$ cat src/rtl/instr_encoder_pkg.sv
// Shared RV32I encoding constants: op-index enumeration, major opcodes,
// funct3/funct7 values and a per-op lookup used by both encode and decode.
package instr_encoder_pkg;

    // Op index enumeration shared with the decode stage; indices 37..63 are undefined.
    typedef enum logic [5:0] {
        OP_ADD   = 6'd0,  OP_SUB   = 6'd1,  OP_SLL   = 6'd2,  OP_SLT   = 6'd3,
        OP_SLTU  = 6'd4,  OP_XOR   = 6'd5,  OP_SRL   = 6'd6,  OP_SRA   = 6'd7,
        OP_OR    = 6'd8,  OP_AND   = 6'd9,
        OP_ADDI  = 6'd10, OP_SLTI  = 6'd11, OP_SLTIU = 6'd12, OP_XORI  = 6'd13,
        OP_ORI   = 6'd14, OP_ANDI  = 6'd15,
        OP_SLLI  = 6'd16, OP_SRLI  = 6'd17, OP_SRAI  = 6'd18,
        OP_LB    = 6'd19, OP_LH    = 6'd20, OP_LW    = 6'd21, OP_LBU   = 6'd22,
        OP_LHU   = 6'd23,
        OP_SB    = 6'd24, OP_SH    = 6'd25, OP_SW    = 6'd26,
        OP_BEQ   = 6'd27, OP_BNE   = 6'd28, OP_BLT   = 6'd29, OP_BGE   = 6'd30,
        OP_BLTU  = 6'd31, OP_BGEU  = 6'd32,
        OP_LUI   = 6'd33, OP_AUIPC = 6'd34, OP_JAL   = 6'd35, OP_JALR  = 6'd36
    } op_e;

    // Instruction format classes; FMT_BAD marks an undefined op index.
    typedef enum logic [2:0] {
        FMT_R, FMT_I, FMT_SH, FMT_S, FMT_B, FMT_U, FMT_J, FMT_BAD
    } fmt_e;

    localparam logic [6:0] OPC_OP     = 7'b0110011;
    localparam logic [6:0] OPC_OPIMM  = 7'b0010011;
    localparam logic [6:0] OPC_LOAD   = 7'b0000011;
    localparam logic [6:0] OPC_STORE  = 7'b0100011;
    localparam logic [6:0] OPC_BRANCH = 7'b1100011;
    localparam logic [6:0] OPC_LUI    = 7'b0110111;
    localparam logic [6:0] OPC_AUIPC  = 7'b0010111;
    localparam logic [6:0] OPC_JAL    = 7'b1101111;
    localparam logic [6:0] OPC_JALR   = 7'b1100111;

    localparam logic [2:0] F3_ADD_SUB = 3'd0;
    localparam logic [2:0] F3_SLL     = 3'd1;
    localparam logic [2:0] F3_SLT     = 3'd2;
    localparam logic [2:0] F3_SLTU    = 3'd3;
    localparam logic [2:0] F3_XOR     = 3'd4;
    localparam logic [2:0] F3_SR      = 3'd5;
    localparam logic [2:0] F3_OR      = 3'd6;
    localparam logic [2:0] F3_AND     = 3'd7;
    localparam logic [2:0] F3_B       = 3'd0;
    localparam logic [2:0] F3_H       = 3'd1;
    localparam logic [2:0] F3_W       = 3'd2;
    localparam logic [2:0] F3_BU      = 3'd4;
    localparam logic [2:0] F3_HU      = 3'd5;
    localparam logic [2:0] F3_BEQ     = 3'd0;
    localparam logic [2:0] F3_BNE     = 3'd1;
    localparam logic [2:0] F3_BLT     = 3'd4;
    localparam logic [2:0] F3_BGE     = 3'd5;
    localparam logic [2:0] F3_BLTU    = 3'd6;
    localparam logic [2:0] F3_BGEU    = 3'd7;

    localparam logic [6:0] F7_BASE    = 7'b0000000;
    localparam logic [6:0] F7_ALT     = 7'b0100000;

    typedef struct packed {
        fmt_e       fmt;
        logic [6:0] opcode;
        logic [2:0] funct3;
        logic [6:0] funct7;
    } op_info_t;

    function automatic op_info_t mk(fmt_e f, logic [6:0] opc, logic [2:0] f3, logic [6:0] f7);
        op_info_t r;
        r.fmt    = f;
        r.opcode = opc;
        r.funct3 = f3;
        r.funct7 = f7;
        return r;
    endfunction

    // Per-op format and fixed fields; decode inverts this same table.
    function automatic op_info_t op_info(logic [5:0] op);
        op_info_t info;
        info = mk(FMT_BAD, 7'd0, 3'd0, F7_BASE);
        case (op)
            OP_ADD:   info = mk(FMT_R,  OPC_OP,     F3_ADD_SUB, F7_BASE);
            OP_SUB:   info = mk(FMT_R,  OPC_OP,     F3_ADD_SUB, F7_ALT);
            OP_SLL:   info = mk(FMT_R,  OPC_OP,     F3_SLL,     F7_BASE);
            OP_SLT:   info = mk(FMT_R,  OPC_OP,     F3_SLT,     F7_BASE);
            OP_SLTU:  info = mk(FMT_R,  OPC_OP,     F3_SLTU,    F7_BASE);
            OP_XOR:   info = mk(FMT_R,  OPC_OP,     F3_XOR,     F7_BASE);
            OP_SRL:   info = mk(FMT_R,  OPC_OP,     F3_SR,      F7_BASE);
            OP_SRA:   info = mk(FMT_R,  OPC_OP,     F3_SR,      F7_ALT);
            OP_OR:    info = mk(FMT_R,  OPC_OP,     F3_OR,      F7_BASE);
            OP_AND:   info = mk(FMT_R,  OPC_OP,     F3_AND,     F7_BASE);
            OP_ADDI:  info = mk(FMT_I,  OPC_OPIMM,  F3_ADD_SUB, F7_BASE);
            OP_SLTI:  info = mk(FMT_I,  OPC_OPIMM,  F3_SLT,     F7_BASE);
            OP_SLTIU: info = mk(FMT_I,  OPC_OPIMM,  F3_SLTU,    F7_BASE);
            OP_XORI:  info = mk(FMT_I,  OPC_OPIMM,  F3_XOR,     F7_BASE);
            OP_ORI:   info = mk(FMT_I,  OPC_OPIMM,  F3_OR,      F7_BASE);
            OP_ANDI:  info = mk(FMT_I,  OPC_OPIMM,  F3_AND,     F7_BASE);
            OP_SLLI:  info = mk(FMT_SH, OPC_OPIMM,  F3_SLL,     F7_BASE);
            OP_SRLI:  info = mk(FMT_SH, OPC_OPIMM,  F3_SR,      F7_BASE);
            OP_SRAI:  info = mk(FMT_SH, OPC_OPIMM,  F3_SR,      F7_ALT);
            OP_LB:    info = mk(FMT_I,  OPC_LOAD,   F3_B,       F7_BASE);
            OP_LH:    info = mk(FMT_I,  OPC_LOAD,   F3_H,       F7_BASE);
            OP_LW:    info = mk(FMT_I,  OPC_LOAD,   F3_W,       F7_BASE);
            OP_LBU:   info = mk(FMT_I,  OPC_LOAD,   F3_BU,      F7_BASE);
            OP_LHU:   info = mk(FMT_I,  OPC_LOAD,   F3_HU,      F7_BASE);
            OP_SB:    info = mk(FMT_S,  OPC_STORE,  F3_B,       F7_BASE);
            OP_SH:    info = mk(FMT_S,  OPC_STORE,  F3_H,       F7_BASE);
            OP_SW:    info = mk(FMT_S,  OPC_STORE,  F3_W,       F7_BASE);
            OP_BEQ:   info = mk(FMT_B,  OPC_BRANCH, F3_BEQ,     F7_BASE);
            OP_BNE:   info = mk(FMT_B,  OPC_BRANCH, F3_BNE,     F7_BASE);
            OP_BLT:   info = mk(FMT_B,  OPC_BRANCH, F3_BLT,     F7_BASE);
            OP_BGE:   info = mk(FMT_B,  OPC_BRANCH, F3_BGE,     F7_BASE);
            OP_BLTU:  info = mk(FMT_B,  OPC_BRANCH, F3_BLTU,    F7_BASE);
            OP_BGEU:  info = mk(FMT_B,  OPC_BRANCH, F3_BGEU,    F7_BASE);
            OP_LUI:   info = mk(FMT_U,  OPC_LUI,    3'd0,       F7_BASE);
            OP_AUIPC: info = mk(FMT_U,  OPC_AUIPC,  3'd0,       F7_BASE);
            OP_JAL:   info = mk(FMT_J,  OPC_JAL,    3'd0,       F7_BASE);
            OP_JALR:  info = mk(FMT_I,  OPC_JALR,   3'd0,       F7_BASE);
            default:  info = mk(FMT_BAD, 7'd0,      3'd0,       F7_BASE);
        endcase
        return info;
    endfunction

endpackage

$ cat src/rtl/instr_encoder_fifo2.sv
// Two-entry FIFO; storage is unreset, only occupancy and pointers reset.
module fifo2 #(
    parameter int W = 46
) (
    input  logic         clk_i,
    input  logic         rst_ni,
    input  logic         push_i,
    input  logic         pop_i,
    input  logic [W-1:0] wdata_i,
    output logic [W-1:0] rdata_o,
    output logic [1:0]   count_o
);

    logic [W-1:0] mem_q [2];
    logic         wr_ptr_q, wr_ptr_d;
    logic         rd_ptr_q, rd_ptr_d;
    logic [1:0]   count_q, count_d;
    logic         push_ok, pop_ok;

    assign push_ok = push_i && (count_q != 2'd2);
    assign pop_ok  = pop_i && (count_q != 2'd0);

    // Next pointers and occupancy; push+pop together keeps the count.
    always_comb begin
        wr_ptr_d = wr_ptr_q;
        rd_ptr_d = rd_ptr_q;
        count_d  = count_q;
        if (push_ok) wr_ptr_d = ~wr_ptr_q;
        if (pop_ok)  rd_ptr_d = ~rd_ptr_q;
        case ({push_ok, pop_ok})
            2'b10:   count_d = count_q + 2'd1;
            2'b01:   count_d = count_q - 2'd1;
            default: count_d = count_q;
        endcase
    end

    // Control state with synchronous active-low reset.
    always_ff @(posedge clk_i) begin
        if (!rst_ni) begin
            wr_ptr_q <= 1'b0;
            rd_ptr_q <= 1'b0;
            count_q  <= 2'd0;
        end else begin
            wr_ptr_q <= wr_ptr_d;
            rd_ptr_q <= rd_ptr_d;
            count_q  <= count_d;
        end
    end

    // Data storage; contents are don't-care while empty.
    always_ff @(posedge clk_i) begin
        if (push_ok) mem_q[wr_ptr_q] <= wdata_i;
    end

    assign rdata_o = mem_q[rd_ptr_q];
    assign count_o = count_q;

endmodule

$ cat src/rtl/instr_encoder.sv
// RV32I instruction encoder: combinational encode + range check feeding a
// 2-entry FIFO, with an address stamp pointer and a sticky error capture.
// Handshake: a transfer happens on a rising edge where valid && ready; ready
// never depends combinationally on the same port's valid or on out_ready.
module instr_encoder
    import instr_encoder_pkg::*;
#(
    parameter int ADDR_W = 14
) (
    input  logic              clk,
    input  logic              rst_n,
    input  logic              base_valid,
    input  logic [ADDR_W-1:0] base_addr,
    input  logic              in_valid,
    output logic              in_ready,
    input  logic [5:0]        in_op,
    input  logic [4:0]        in_rd,
    input  logic [4:0]        in_rs1,
    input  logic [4:0]        in_rs2,
    input  logic [31:0]       in_imm,
    output logic              out_valid,
    input  logic              out_ready,
    output logic [31:0]       out_instr,
    output logic [ADDR_W-1:0] out_addr,
    output logic              err,
    output logic [5:0]        err_op,
    input  logic              err_clr
);

    localparam int DW = 32 + ADDR_W;

    op_info_t          info;
    logic [31:0]       enc_instr;
    logic              enc_legal;
    logic              accept, push, pop, reject;
    logic [ADDR_W-1:0] stamp_addr;
    logic [ADDR_W-1:0] wptr_q, wptr_d;
    logic              err_q, err_d;
    logic [5:0]        err_op_q, err_op_d;
    logic [DW-1:0]     head;
    logic [1:0]        count;

    // Encode the request into its format and check the immediate range.
    always_comb begin
        info      = op_info(in_op);
        enc_instr = 32'd0;
        enc_legal = 1'b0;
        case (info.fmt)
            FMT_R: begin
                enc_legal = 1'b1;
                enc_instr = {info.funct7, in_rs2, in_rs1, info.funct3, in_rd, info.opcode};
            end
            FMT_I: begin
                enc_legal = (in_imm[31:11] == {21{in_imm[11]}});
                enc_instr = {in_imm[11:0], in_rs1, info.funct3, in_rd, info.opcode};
            end
            FMT_SH: begin
                enc_legal = (in_imm[31:5] == 27'd0);
                enc_instr = {info.funct7, in_imm[4:0], in_rs1, info.funct3, in_rd, info.opcode};
            end
            FMT_S: begin
                enc_legal = (in_imm[31:11] == {21{in_imm[11]}});
                enc_instr = {in_imm[11:5], in_rs2, in_rs1, info.funct3, in_imm[4:0], info.opcode};
            end
            FMT_B: begin
                enc_legal = (in_imm[31:12] == {20{in_imm[12]}}) && !in_imm[0];
                enc_instr = {in_imm[12], in_imm[10:5], in_rs2, in_rs1, info.funct3,
                             in_imm[4:1], in_imm[11], info.opcode};
            end
            FMT_U: begin
                enc_legal = (in_imm[11:0] == 12'd0);
                enc_instr = {in_imm[31:12], in_rd, info.opcode};
            end
            FMT_J: begin
                enc_legal = (in_imm[31:20] == {12{in_imm[20]}}) && !in_imm[0];
                enc_instr = {in_imm[20], in_imm[10:1], in_imm[11], in_imm[19:12],
                             in_rd, info.opcode};
            end
            default: begin
                enc_legal = 1'b0;
                enc_instr = 32'd0;
            end
        endcase
    end

    assign in_ready   = (count < 2'd2);
    assign out_valid  = (count != 2'd0);
    assign accept     = in_valid && in_ready;
    assign push       = accept && enc_legal;
    assign reject     = accept && !enc_legal;
    assign pop        = out_valid && out_ready;
    // A coincident base load takes effect for this push already.
    assign stamp_addr = base_valid ? base_addr : wptr_q;

    // Pointer advance and sticky error capture; a new error beats err_clr.
    always_comb begin
        wptr_d   = wptr_q;
        err_d    = err_q;
        err_op_d = err_op_q;
        if (push)            wptr_d = stamp_addr + ADDR_W'(1);
        else if (base_valid) wptr_d = base_addr;
        if (reject) begin
            err_d = 1'b1;
            if (!err_q || err_clr) err_op_d = in_op;
        end else if (err_clr) begin
            err_d    = 1'b0;
            err_op_d = 6'd0;
        end
    end

    // Pointer and error registers with synchronous active-low reset.
    always_ff @(posedge clk) begin
        if (!rst_n) begin
            wptr_q   <= '0;
            err_q    <= 1'b0;
            err_op_q <= 6'd0;
        end else begin
            wptr_q   <= wptr_d;
            err_q    <= err_d;
            err_op_q <= err_op_d;
        end
    end

    fifo2 #(.W(DW)) u_fifo (
        .clk_i   (clk),
        .rst_ni  (rst_n),
        .push_i  (push),
        .pop_i   (pop),
        .wdata_i ({enc_instr, stamp_addr}),
        .rdata_o (head),
        .count_o (count)
    );

    assign out_instr = head[DW-1 -: 32];
    assign out_addr  = head[ADDR_W-1:0];
    assign err       = err_q;
    assign err_op    = err_op_q;

endmodule

$ cat config.mk
export PLATFORM = sky130hd
export DESIGN_NAME = instr_encoder
export DESIGN_NICKNAME = d
export VERILOG_FILES = /design/src/rtl/instr_encoder_pkg.sv /design/src/rtl/instr_encoder_fifo2.sv /design/src/rtl/instr_encoder.sv
export SDC_FILE = /design/constraint.sdc
export NUM_CORES = 1
export LEC_CHECK = 0
export ABC_AREA = 1
export BUFFER_PORTS_ARGS = -buffer_cell sky130_fd_sc_hd__buf_4
export CORE_UTILIZATION = 59
export CTS_CLUSTER_SIZE = 28
export DETAILED_ROUTE_END_ITERATION = 16
export HOLD_SLACK_MARGIN = 0.08
export PLACE_DENSITY_LB_ADDON = 0.08
export SYNTH_ARGS = -nofsm -noshare
export SYNTH_HDL_FRONTEND = slang
export SYNTH_SLANG_ARGS = --single-unit
$ cat constraint.sdc
create_clock -name clk -period 13 [get_ports clk]
set_input_delay 1.3 -clock clk [delete_from_list [all_inputs] [get_ports clk]]
set_output_delay 1.3 -clock clk [all_outputs]
set_load 0.005 [all_outputs]
== Word-level counts from Yosys, hierarchy flattened ==
Memory sizes are Yosys's and may differ from the RTL's. A register that Yosys moved wholly into a read port is not among the register bits.
Cells that the tools add are included.
Word-level totals
  register bits: 25
  memory bits (writable): 92
  ROM bits: 896
  input bits: 73
  memories kept: 2
Memories
  (name not given): words 64, bits a word 14, read ports 1, clocked after memory_dff 0, write ports 0, RTL line instr_encoder_pkg.sv:79  | case (op)
  u_fifo.mem_q: words 2, bits a word 46, read ports 1, clocked after memory_dff 1, write ports 1, RTL line instr_encoder_fifo2.sv:14  | logic [W-1:0] mem_q [2];
Operators by class
  add/subtract/negate cells: 3
  $lt $le $gt $ge: 1
  equality and inequality tests: 13
  muxes and demuxes: 14
  bitwise gates (word level): 2
  reductions and logical operators: 20
Operators by type and width (number)
  $pmux 32 s7: 1
  $mux 14: 2
  $logic_not 27->1: 1
  $eq 20x20->1: 1
  $eq 19x19->1: 1
  $mux 6: 3
  $add 14x1->14 const B: 1
  $logic_not 12->1: 1
  $eq 11x11->1: 1
  $eq 3x3->1 const B: 3
  $logic_and 1x1->1: 8
  $eq 3x2->1 const B: 2
  $mux 1: 6
  $pmux 1 s6: 1
  $reduce_bool 2->1: 3
  $pmux 2 s2: 1
  $eq 3x1->1 const B: 1
  $logic_not 1->1: 3
  $logic_not 3->1: 1
  $add 2x1->2 const B: 1
  $eq 2x1->1 const B: 1
  $eq 2x2->1 const B: 1
  $lt 2x2->1 const B: 1
  $ne 2x1->1 const B: 1
  6 further kinds: 7

== Logic depth before layout (Yosys ltp) ==
An unclocked memory read counts as a cell.
  word-level depth: 8
  mapped depth: 23
  gate-level depth less buffers: 21

== By module ==
Synthesis repeated with hierarchy kept, for this count alone.
Unflattened totals
  cell total of the unflattened synthesis: 649
  area total of the unflattened synthesis: 6621.4 um^2
By module, submodules not included
  fifo2: instances 1, cells an instance 179, area an instance 3764.9 um^2, sequential area each 2862.7 um^2
  instr_encoder: instances 1, cells an instance 470, area an instance 2856.5 um^2, sequential area each 420.4 um^2

== Least setup slack after synthesis ==
No wires, ideal clock.
  path kind: input port to flip-flop
  start: in in_op[0]
  end: mem u_fifo.mem_q[0][0] (enable)
  setup time: 0.448 ns
  arrival: 4.725 ns
  setup slack: 7.827 ns
  stages: 15
  path buffers: 2
  cells stage by stage: inv_1 ha_1 inv_1 nand4_1 nand2_4 nand2_4 nor2_4 nand2_1 nand2_1 nand2_2 nand2_2 nand2_2 buf_6 buf_6 nor2_1
On the way
  longest elaborated chain between the ends: 8
  elaborated cells on any way between the ends: 14
  those cells by class: eq/ne: 6; mux: 3; reduce/logical: 4; memory: 1
RTL lines
  start: declaration: RTL line instr_encoder.sv:16  | input logic [5:0] in_op,
  $mem_v2 64x14 *
  $eq 3x2->1 / $eq 3x1->1 (equally long branches): RTL line instr_encoder.sv:48  | case (info.fmt)
  $reduce_or 2->1 (no source line)
  $pmux 1 s6 *: RTL line instr_encoder.sv:48
  $logic_and 1x1->1 *: RTL line instr_encoder.sv:89  | assign push = accept && enc_legal;
  $logic_and 1x1->1 *: RTL line instr_encoder_fifo2.sv:20  | assign push_ok = push_i && (count_q != 2'd2);
  $mux 1 *: RTL line instr_encoder_fifo2.sv:52  | if (push_ok) mem_q[wr_ptr_q] <= wdata_i;
  $mux 1 (not written as such) *: RTL line instr_encoder_fifo2.sv:52
  end: declaration: RTL line instr_encoder_fifo2.sv:14
Every way passes the cells marked *; elsewhere a longest branch is shown, timed or not.

== Worst setup path after layout ==
  start: in in_op[0]
  end: mem u_fifo.mem_q[1][22] (enable)
Same word-level chain as after synthesis.

==> metrics.csv <==
metric,value,unit
status,"complete, no violations",
Period minus WS final,3.85,ns
Num CTS Buffers,17,
crit share post-route,0.296,
compound-gate portion of the synthesized area,0.0830,
synth-to-layout area growth,25.6,%
Final #Nets,864,
worst skew pair latency,0.52,ns
via count,5188,
Syn. warnings,0,
buffer count from post-CTS setup fixing,0,
IO Port Bufs,127,
"Seq/Total Area, Yosys",0.524,
skew final,0.00949,ns
Worst Path Required,13.15,ns
worst r2r path cells,4,
wire length per cell,16.4,µm
Post-synth EDFFs,90,
Die Height,104,µm
setup TNS,0,ns
Post-DRT Antenna Nets,0,
# diodes,0,
Rows,36,
"Setup violations, final",0,
CTS tree,yes,
routed wire length,15200,µm
hpwl dp,10500,µm
Max-Cap Viols,0,
GP Congestion,0.922,
critical path startpoint category,primary input,
Synth Area in XOR/XNOR,0.0142,
Hold Crit Class,reg2reg,
Worst Setup Path Type,in2reg,
fin worst setup slack,9.15,ns
CORE AREA,9950,µm²
Mean Syn Cell Area,9.43,µm²
total global routing track utilization,0.291,
I/O Pins,128,
largest net degree at the start of global routing,46,
Unique masters post-synth,39,
LEAKAGE,3.28,nW
Fmax,260,MHz
CTS Buffer Depth,2,
Initial DRT Pass Iterations,5,
maximum VDD drop,0.0776,mV
CTS sink cnt,116,
initial cell density of the core,0.618,
DRC,0,
Post-synth ARST share,0,
simple logic cell fraction of the synthesized area,0.204,
CTS Hold Bufs,0,
"critical path fanouts, max",40,
CTS resizes,0,
CTS Root Cell,clkbuf_8,
Gate Count Post-Synth,652,
post-synthesis register bit count,116,
RSZ-0062 raised after global routing,no,
CP endpoint kind,flip-flop,
PwrDens,126,nW/µm²
largest family of logic cells by synthesized area,simple AND/OR/NAND/NOR gates,
syn_nets,734,
Pins Over Slew Limit,0,
Slew headroom,0.229,
slew of the pin with the lowest slew margin,1.16,ns
gr ovfl total,0,
first-pass GRT wire length,24400,µm
ys flop type,edfxtp_1,
drt initial violations,444,
Die W,104,µm
"area leader, netlist",edfxtp_1,
Die Area,10800,µm²
"Reg clk slew, reported paths",0.06,ns
mux contribution to synthesized area,0.0842,
H-tree depth,4,
mapped cell area,6150,µm²
top-area cell type share of the netlist area,0.439,
DP Worst Slack,8.67,ns
Adder-Cell Fraction of Synth Area,0.0183,
arrival time at the worst endpoint,4.00,ns
number of hold violations in the final report,0,
vias in the first global route,5116,
hold depth,1,
ranking of synthesized cells by area,"edfxtp_1, dfxtp_1, mux2_2",
Vias/cell,5.59,
initial antenna violation count,0,
share of layout cells above drive strength 1,0.298,
## worst max-delay path, stage by stage
cell	delay [ns]
buf_4	0.12
inv_1	0.09
ha_1	0.34
inv_1	0.08
nand4_1	0.18
nand2_4	0.17
nand2_4	0.06
nor2_4	0.17
nand2_1	0.07
nand2_1	0.08
nand2_2	0.07
nand2_2	0.08
nand2_2	0.30
nor2_4	0.31
buf_4	0.55
## cells in the mapped netlist, drive strengths merged (2+ instances only)
cell / instances
clkinv: 2
nand3: 26
o211ai: 3
dfxtp: 26
a31oi: 2
nand4: 20
nor2: 67
clkbuf: 7
xor2: 7
edfxtp: 90
buf: 11
o221ai: 2
inv: 81
ha: 9
mux2: 46
xnor2: 3
a21oi: 39
o22ai: 3
nand2: 145
o21ai: 44
nor3: 11
## cell families after synthesis
| group | after synthesis |
|---|---|
| and+or+nand+nor | 274 |
| DFF | 116 |
| buffers and inverters | 101 |
| AOI/OAI and AO/OA | 96 |
| muxes | 46 |
| xor gates and xnor gates | 10 |
| adders and majority gates | 9 |
## report_power, final
group	total [mW]	switching [mW]	internal (mW)
registers	0.419	0.00562	0.413
logic	0.128	0.0753	0.0525
clock network	0.426	0.172	0.254
## sequential cells by signal, indices dropped and copies added, names as in the netlist, named ones only
name / count
u_fifo.count_o: 2
err: 1
err_op: 6
u_fifo.wr_ptr_q: 1
wptr_q: 14
u_fifo.mem_q: 90
u_fifo.rd_ptr_q: 1
## area by class of cell
| cell class | instances | area (µm²) |
|---|---|---|
| clock buffers | 18 | 418 |
| inverters | 83 | 317 |
| clock inverters | 14 | 126 |
| multi-input cells | 435 | 2500 |
| well taps | 133 | 166 |
| fillers | 683 | 2230 |
| repair buffers | 129 | 968 |
| flip-flops and latches | 116 | 3220 |
## metrics by stage
| stage | total power [mW] | instance area [µm²] | utilization | hold slack (ns) | std cells |
|---|---|---|---|---|---|
| 2_1_floorplan | 0.499 | 6150 | - | 0.425 | 652 |
| 3_3_place_gp | 0.547 | 7180 | 0.721 | 0.424 | 896 |
| 3_5_place_dp | 0.551 | 7180 | 0.721 | 0.437 | 896 |
| 4_1_cts | 0.975 | 7720 | 0.776 | 0.447 | 928 |
| 5_1_grt | 1.01 | 7720 | 0.776 | 0.469 | 928 |
| 6_report | 0.973 | 7720 | 0.776 | 0.449 | 928 |
## path summary, 6_finish.rpt
| path | from | slack [ns] | to |
|---|---|---|---|
| hold reg to reg | u_fifo.rd_ptr_q$_SDFFE_PN0P_ | 0.45 | flip-flop |
| hold / removal | u_fifo.rd_ptr_q$_SDFFE_PN0P_ | 0.45 | flip-flop |
| setup / recovery | in_op[0] | 9.15 | u_fifo.mem_q[1][22]$_DFFE_PP_ |
| setup reg to reg | u_fifo.count_o[1]$_SDFFE_PN0P_ | 10.64 | u_fifo.mem_q[1][22]$_DFFE_PP_ |
## placed cells by master (no fill, tap or decap), types with 3 or more instances in the layout
cell type   instances
nand2_1           133
buf_4             129
edfxtp_1           90
inv_1              77
nor2_1             55
mux2_2             46
o21ai_0            41
a21oi_1            39
nand3_1            26
dfxtp_1            25
nand4_1            20
clkbuf_16          16
nor3_1              9
ha_1                9
nand2_2             8
nor2_4              8
xor2_1              7
nor2_2              4
nand2_4             4
clkinvlp_4          4
inv_6               4
clkinv_1            3
o22ai_1             3
o211ai_1            3
o21ai_1             3
xnor2_1             3
## routing by layer
layer | global-route usage | vias up | share of wire
met5 | 0 | - | 0
met4 | 0.133 | 0 | 0.021
met3 | 0.0539 | 29 | 0.067
met2 | 0.479 | 246 | 0.48
met1 | 0.376 | 2425 | 0.43
li1 | - | 2488 | -
Power figures use the tool's default switching activity.
